$ cat src/rtl/game_sprite_pkg.sv
// Shared widths, screen geometry and signed position/velocity types for the
// sprite motion engine.
package game_sprite_pkg;
  localparam int POS_W    = 11;
  localparam int D_W      = 4;
  localparam int SCREEN_W = 640;
  localparam int SCREEN_H = 480;

  typedef logic signed [POS_W-1:0] pos_t;
  typedef logic signed [D_W-1:0]   vel_t;

  function automatic pos_t sext_vel(input vel_t v);
    return {{(POS_W-D_W){v[D_W-1]}}, v};
  endfunction
endpackage

$ cat src/rtl/game_sprite_step_timer.sv
// Divides qualifying frame strobes by STEP_DIV; step pulses on the strobe that
// wraps the count, so the position update lands on the same edge.
module game_sprite_step_timer #(
  parameter int STEP_DIV = 2
) (
  input  logic clk,
  input  logic rst,
  input  logic strobe,
  input  logic en,
  input  logic clr,
  output logic step
);
  localparam int            CW   = $clog2(STEP_DIV) + 1;
  localparam logic [CW-1:0] LAST = CW'(STEP_DIV - 1);

  logic [CW-1:0] cnt_q, cnt_d;
  logic          adv;

  assign adv  = strobe & en & ~clr;
  assign step = adv && (cnt_q == LAST);

  always_comb begin
    cnt_d = cnt_q;
    if (clr || step) cnt_d = '0;
    else if (adv)    cnt_d = cnt_q + CW'(1);
  end

  always_ff @(posedge clk or negedge rst) begin
    if (!rst) cnt_q <= '0;
    else      cnt_q <= cnt_d;
  end
endmodule

$ cat src/rtl/game_sprite_motion.sv
// Per-sprite position/velocity engine: latches commands, steps on divided frame
// strobes, flags on-screen state and produces a registered raster hit/offset.
module game_sprite_motion
  import game_sprite_pkg::*;
#(
  parameter int SPRITE_W = 8,
  parameter int SPRITE_H = 8,
  parameter int STEP_DIV = 2
) (
  input  logic                        clk,
  input  logic                        rst,
  input  logic                        write_xy,
  input  logic                        write_dxy,
  input  logic                        enable_update,
  input  logic                        frame_strobe,
  input  logic [POS_W-1:0]            x0,
  input  logic [POS_W-1:0]            y0,
  input  logic [D_W-1:0]              dx0,
  input  logic [D_W-1:0]              dy0,
  input  logic [9:0]                  pixel_x,
  input  logic [9:0]                  pixel_y,
  output logic [POS_W-1:0]            x,
  output logic [POS_W-1:0]            y,
  output logic                        within_screen,
  output logic                        pixel_hit,
  output logic [$clog2(SPRITE_W)-1:0] pixel_col,
  output logic [$clog2(SPRITE_H)-1:0] pixel_row
);
  localparam int CXW = $clog2(SPRITE_W);
  localparam int CYW = $clog2(SPRITE_H);
  localparam int XW  = POS_W + 1;
  typedef logic signed [XW-1:0] wide_t;

  localparam pos_t  X_MIN = pos_t'(-SPRITE_W);
  localparam pos_t  Y_MIN = pos_t'(-SPRITE_H);
  localparam pos_t  X_MAX = pos_t'(SCREEN_W);
  localparam pos_t  Y_MAX = pos_t'(SCREEN_H);
  localparam wide_t SW_W  = wide_t'(SPRITE_W);
  localparam wide_t SH_W  = wide_t'(SPRITE_H);

  pos_t           x_q, x_d, y_q, y_d;
  vel_t           dx_q, dy_q;
  logic           ws_q, ws_d, hit_q, hit_d;
  logic [CXW-1:0] col_q, col_d;
  logic [CYW-1:0] row_q, row_d;
  wide_t          dpx, dpy;
  logic           step;

  game_sprite_step_timer #(.STEP_DIV(STEP_DIV)) u_timer (
    .clk    (clk),
    .rst    (rst),
    .strobe (frame_strobe),
    .en     (enable_update),
    .clr    (write_xy),
    .step   (step)
  );

  always_comb begin
    x_d = x_q;
    y_d = y_q;
    if (write_xy) begin
      x_d = x0;
      y_d = y0;
    end else if (step) begin
      x_d = x_q + sext_vel(dx_q);
      y_d = y_q + sext_vel(dy_q);
    end
    // Computed from next-state so the flag tracks the position it describes.
    ws_d = (x_d > X_MIN) && (x_d < X_MAX) && (y_d > Y_MIN) && (y_d < Y_MAX);

    dpx   = wide_t'({2'b00, pixel_x}) - {x_q[POS_W-1], x_q};
    dpy   = wide_t'({2'b00, pixel_y}) - {y_q[POS_W-1], y_q};
    hit_d = !dpx[XW-1] && (dpx < SW_W) && !dpy[XW-1] && (dpy < SH_W);
    col_d = hit_d ? dpx[CXW-1:0] : '0;
    row_d = hit_d ? dpy[CYW-1:0] : '0;
  end

  always_ff @(posedge clk or negedge rst) begin
    if (!rst) begin
      x_q   <= '0;
      y_q   <= '0;
      dx_q  <= '0;
      dy_q  <= '0;
      ws_q  <= 1'b1;
      hit_q <= 1'b0;
      col_q <= '0;
      row_q <= '0;
    end else begin
      x_q   <= x_d;
      y_q   <= y_d;
      ws_q  <= ws_d;
      hit_q <= hit_d;
      col_q <= col_d;
      row_q <= row_d;
      if (write_dxy) begin
        dx_q <= dx0;
        dy_q <= dy0;
      end
    end
  end

  assign x             = x_q;
  assign y             = y_q;
  assign within_screen = ws_q;
  assign pixel_hit     = hit_q;
  assign pixel_col     = col_q;
  assign pixel_row     = row_q;
endmodule

$ cat config.mk
export PLATFORM = sky130hd
export DESIGN_NAME = game_sprite_motion
export DESIGN_NICKNAME = d
export VERILOG_FILES = /design/src/rtl/game_sprite_pkg.sv /design/src/rtl/game_sprite_step_timer.sv /design/src/rtl/game_sprite_motion.sv
export SDC_FILE = /design/constraint.sdc
export NUM_CORES = 1
export LEC_CHECK = 0
export BUFFER_PORTS_ARGS = -buffer_cell sky130_fd_sc_hd__buf_2
export CAP_MARGIN = 5
export CORE_AREA = 5 5 68 117
export DETAILED_ROUTE_END_ITERATION = 16
export DIE_AREA = 0 0 73 122
export GPL_ROUTABILITY_DRIVEN = 0
export PLACE_DENSITY = 0.82
export SLEW_MARGIN = 20
export SYNTH_ARGS = -nofsm -noshare
export SYNTH_HDL_FRONTEND = slang
export SYNTH_SLANG_ARGS = --single-unit
$ cat constraint.sdc
create_clock -name clk -period 4.1 [get_ports clk]
set_clock_uncertainty 0.2 [all_clocks]
set_input_delay 0.615 -clock clk [delete_from_list [all_inputs] [get_ports clk]]
set_output_delay 0.615 -clock clk [all_outputs]
set_load 0.005 [all_outputs]
==> Yosys cells after proc, flatten, opt, wreduce, memory -nomap -nowiden <==
Cells that the tools add are included.
{ "word_totals": {"regBits": 40, "in_bits": 56, "out_inout_bits": 30, "elab_cells": 43} }
{ "op_classes": {"add_sub_neg": 5, "magnitude_cmp": 6, "eq_ne": 1, "mux": 8, "n_bitwise": 3, "n_reduce_logical": 11} }
{ "ops": {"columns": ["cell", "n"], "rows": [
  ["$mux 11", 4],
  ["$lt 12x5->1 const B", 2],
  ["$sub 11x11->12", 2],
  ["$add 11x4->11", 2],
  ["$gt 11x4->1 const B", 2],
  ["$lt 11x10->1 const B", 1],
  ["$lt 11x11->1 const B", 1],
  ["$logic_and 1x1->1", 7],
  ["$mux 3", 2],
  ["$mux 2", 2],
  ["$add 2x1->2 const B", 1],
  ["$and 1x1->1", 2],
  ["$eq 2x1->1 const B", 1],
  ["$logic_not 1->1", 2],
  ["$reduce_bool 2->1", 1],
  ["$logic_or 1x1->1", 1],
  ["$not 1->1", 1]
]} }

==> Longest topological paths before layout <==
{ "depth": {"word_depth": 9, "ltp_mapped": 12, "depth_no_buf": 12} }

==> Modules after synthesis <==
From an unflattened synthesis, not the netlist that was laid out.
{ "unflattened": {"cells_unflattened": 394, "area_unflattened_um2": 3523.4} }
{ "by_module_without_submodules": {"columns": ["mod", "instances", "cells_each", "area_each_um2", "seq_area_each_um2"], "rows": [
  ["game_sprite_motion", 1, 383, 3390.8, 952.2],
  ["game_sprite_step_timer", 1, 11, 132.6, 50.0]
]} }

==> Worst setup path before layout <==
No wires, ideal clock.
{ "synth_path": {"path_type": "input to register", "start": "input pixel_x[0]", "end": "register col_q[1] (netlist: pixel_col[1])", "setup_ns": 0.090, "t_arrival_ns": 2.778, "required_time_ns": 3.810, "setup_slack_ns": 1.032, "stages": 12, "n_path_buf": 0, "cell_sequence": "inv_1 ha_1 inv_1 fa_1 a21oi_2 nor2_1 or3_1 a221oi_2 nand4_1 nor4_1 o2111ai_1 nor3b_1"} }
{ "synth_via": {"elab_chain_cells": 6, "elab_cells_between_ends": 7, "cone_classes": "add/sub (1); order compare (1); mux (1); reduce/logical (4)"} }
{ "synth_rtl": {"columns": ["item", "line_no", "text"], "rows": [
  ["start, declared", "game_sprite_motion.sv:20", "input logic [9:0] pixel_x,"],
  ["$sub 11x11->12 *", "game_sprite_motion.sv:71", "dpx = wide_t'({2'b00, pixel_x}) - {x_q[POS_W-1], x_q};"],
  ["$lt 12x5->1 or $logic_not 1->1 (tied branches)", "game_sprite_motion.sv:73", "hit_d = !dpx[XW-1] && (dpx < SW_W) && !dpy[XW-1] && (dpy < SH_W);"],
  ["$logic_and 1x1->1 (3 in series)", "game_sprite_motion.sv:73", null],
  ["$mux 3 *", "game_sprite_motion.sv:74", "col_d = hit_d ? dpx[CXW-1:0] : '0;"],
  ["named net col_d[1]", "game_sprite_motion.sv:44", "logic [CXW-1:0] col_q, col_d;"],
  ["end signal, assigned", "game_sprite_motion.sv:93", "col_q <= col_d;"],
  ["end, declared", "game_sprite_motion.sv:44", null]
]} }
Mark *: on every way through the listed nets, which the timed path passes. The rest lies on a longest branch.
A chain may end at the register's enable or synchronous reset.

==> Worst setup path after layout <==
{ "layout_path": {"start": "register x_q[1] (netlist: x[1])", "end": "register row_q[1] (netlist: pixel_row[1])"} }
{ "layout_via": {"elab_chain_cells": 6, "elab_cells_between_ends": 7, "cone_classes": "add/sub (1); order compare (1); mux (1); reduce/logical (4)"} }
{ "layout_rtl": {"columns": ["item", "line_no", "text"], "rows": [
  ["start, declared", "game_sprite_motion.sv:41", "pos_t x_q, x_d, y_q, y_d;"],
  ["start signal, assigned", "game_sprite_motion.sv:80", "x_q <= '0;"],
  ["start signal, assigned", "game_sprite_motion.sv:89", "x_q <= x_d;"],
  ["$sub 11x11->12 *", "game_sprite_motion.sv:71", null],
  ["$lt 12x5->1 or $logic_not 1->1 (tied branches)", "game_sprite_motion.sv:73", null],
  ["$logic_and 1x1->1 * (3 in series)", "game_sprite_motion.sv:73", null],
  ["$mux 3 *", "game_sprite_motion.sv:75", "row_d = hit_d ? dpy[CYW-1:0] : '0;"],
  ["named net row_d[1]", "game_sprite_motion.sv:45", "logic [CYW-1:0] row_q, row_d;"],
  ["end signal, assigned", "game_sprite_motion.sv:94", "row_q <= row_d;"],
  ["end, declared", "game_sprite_motion.sv:45", null]
]} }
Marked as above.

==> flow_metrics.env <==
export IMPL_cts_tree="built"
export IMPL_synth_edf_count=0
export IMPL_drt_total_wl_um=9982
export IMPL_viasPerCell=5.990
export IMPL_ant_nets=0
export IMPL_r2r_start="x[1]"
export IMPL_start_kind="flop"
export IMPL_leakagePower_nw=2.085
export IMPL_layout_nets=609
export IMPL_drt_initial_drc_count=226
export IMPL_worstSetupPathType="flop to flop"
export IMPL_ff_latch_area_um2=1002
export IMPL_row_count=41
export IMPL_dr_pass1_iters=4
export IMPL_synth_ff_latch_count=40
export IMPL_worst_pin_slew_ps=906.9
export IMPL_drcViolationCount=0
export IMPL_synth_largest_area_cell="dfrtp_1"
export IMPL_initial_core_util_pct=52.67
export IMPL_synth_avg_cell_area_um2=8.626
export IMPL_dp_cells=587
export IMPL_die_area_um2=8906
export IMPL_clock_path_buffers=2
export IMPL_die_x_um=73
export IMPL_final_layout_size_suffix_gt1_share_pct=22.99
export IMPL_synth_async_reset_ratio_pct=100.0
export IMPL_grt_overflow_total=0
export IMPL_ctsHoldBuffers=0
export IMPL_drv_slew=0
export IMPL_clkTransAtPathRegs_ps=60
export IMPL_post_route_period_util_pct=79.75
export IMPL_syn_area_um2=3675
export IMPL_postCtsResizedCells=0
export IMPL_antenna_cells=0
export IMPL_rsz0062_at_grt="false"
export IMPL_clock_latency_ps=280
export IMPL_end_kind="flop"
export IMPL_hold_path_class="input pin to asynchronous set/reset pin"
export IMPL_core_um2=6977
export IMPL_die_h_um=122
export IMPL_status="finished clean"
export IMPL_rrSetupSlack_ps=830
export IMPL_yosys_cell_types_count=64
export IMPL_via_count=3564
export IMPL_worstReg2RegEnd="pixel_row[1]"
export IMPL_final_cells=595
export IMPL_n_fill_cell=649
export IMPL_root_buffer="clkbuf_16"
export IMPL_numCtsBuffers=5
export IMPL_netlist_area_leader_share_pct=26.56
export IMPL_antenna_found_initial=0
export IMPL_area_growth_pct=17.43
export IMPL_synth_seq_area_share_pct=27.27
export IMPL_clkSinkCount=40
export IMPL_required_ps=4040
export IMPL_post_drt_wl_per_cell_um=16.78
export IMPL_postSynthNetCount=527
export IMPL_setup_viol=0
export IMPL_fin_tns_setup_ps=0
export IMPL_rr_worst_depth=10
export IMPL_htreeDepth=2
export IMPL_crit_fanout=7
export IMPL_grt_pass1_vias=3615
export IMPL_vdd_drop_max_uv=333.5
export IMPL_grt_pass1_wl_um=16170
export IMPL_synth_area_top_cells="dfrtp_1 27%, ha_1 14%, nand2_1 4.3%"
export IMPL_ys_warn_count=0
export IMPL_fmax_mhz=305.8
export IMPL_power_density_nw_per_um2=344.4
export IMPL_cts_setup_buffers=0
export IMPL_syn_inst=426
export IMPL_arrival_ps=3210
export IMPL_grtUsageTotal_pct=23.16
export IMPL_numPortBuffers=85
export IMPL_pin_count=86
export IMPL_cap_viol_max_count=0
export IMPL_multi_input_comb_area_um2=2472
export IMPL_maxSlewHeadroom_pct=39.54
export IMPL_dp_hpwl_um=8145
export IMPL_min_period_ps=3270
export IMPL_ys_flop_type="dfrtp_1"
export IMPL_hold_violations=0
export IMPL_grt_max_degree=41
worst max-delay path by stage:
stage / startpoint / slack (ps) / endpoint / cells past startpoint
after CTS: x[1] / 830 / pixel_row[1] / 10
after global routing: x[1] / 560 / pixel_col[2] / 10
after floorplan: pixel_x[0] / 1030 / pixel_col[1] / 12
final: x[1] / 830 / pixel_row[1] / 10
after detailed placement: pixel_x[0] / 540 / pixel_row[1] / 13
after global placement: pixel_x[0] / 780 / pixel_col[1] / 13
through the flow:
stage / area (um2) / hold WS, ps / power [mW] / setup slack (ps) / utilization (%)
detailed placement: 4169 / 308.6 / 1.090 / 541.0 / 59.76
floorplan: 3675 / 119.4 / 0.9096 / 1032 / -
CTS: 4315 / 292.1 / 1.491 / 828.0 / 61.85
global route: 4315 / 332.5 / 1.585 / 559.5 / 61.85
finish: 4315 / 259.4 / 1.486 / 830.1 / 61.85
global placement: 4169 / 295.7 / 1.066 / 783.5 / 59.76
state kept, by name, summed over array words and instances (netlist names):
name           flops
within_screen      1
y                 11
dx_q               4
pixel_hit          1
dy_q               4
u_timer.cnt_q      2
pixel_row          3
pixel_col          3
x                 11
cells in the mapped netlist (all sizes together) (8+ instances only):
cell   instances
mux2i          9
nor3          26
and3           9
a31oi          8
xnor2         14
a21oi         24
dfrtp         39
o21ai         25
nor2          16
inv           37
nand3         11
ha            41
buf            9
mux2           8
nand2         42
power by group:
part           internal [mW]  total, mW  leakage, nW  switching, mW
logic                  0.273      0.614         1.52          0.341
registers              0.430      0.477        0.494         0.0472
clock network          0.243      0.395       0.0712          0.152
placed cells by master (no fill, tap or decap), types with 4 or more instances in the layout:
cell / instances
a21o_1: 7
a21oi_1: 22
a31oi_1: 7
and3_1: 9
buf_2: 85
clkbuf_16: 5
dfrtp_1: 39
fa_1: 4
ha_1: 41
inv_1: 37
mux2_2: 8
mux2i_1: 9
nand2_1: 42
nand2b_1: 5
nand3_1: 11
nand4_1: 5
nor2_1: 16
nor2b_1: 6
nor3_1: 26
nor4b_1: 4
o2111ai_1: 6
o21a_1: 6
o21ai_0: 23
o21bai_1: 4
o311ai_1: 4
o31a_1: 5
or3_1: 4
xnor2_1: 14
layout make-up:
cell class | count | area share (%)
Multi-Input combinational cell | 336 | 57.29
Sequential cell | 40 | 23.22
Timing Repair Buffer | 88 | 10.38
Clock buffer | 8 | 3.392
Inverter | 37 | 3.218
Tap cell | 86 | 2.493
cells by family (layout without fill, tap and decap cells):
logic type / after synthesis / after routing / share of synthesized area (%)
and+or+nand+nor: 146 / 146 / 20.67
AOI/OAI and AO/OA: 113 / 113 / 22.00
buffers and inverters: 50 / 133 / 5.447
adders and majority gates: 45 / 45 / 16.14
DFF: 40 / 40 / 27.27
muxes: 17 / 17 / 4.903
xor gates and xnor gates: 15 / 15 / 3.575
routing by layer:
layer / up-vias / GRT usage [%] / wire length [um]
met5: - / 0 / 0
met4: 0 / 13.51 / 459
met3: 35 / 3.881 / 447
met2: 112 / 42.60 / 5491
met1: 1684 / 23.55 / 3584
li1: 1733 / - / -
worst max-delay path, stage by stage, from the launching register on:
cell and delay, ps:
dfrtp_1 470, inv_1 130, ha_1 290, nor2b_1 130, o21ai_1 190, o22ai_2 170
o311a_1 350, o21ai_1 260, mux2_2 380, a221oi_2 420, nor3b_1 130
Note: power is estimated with default switching activity, not from simulation.
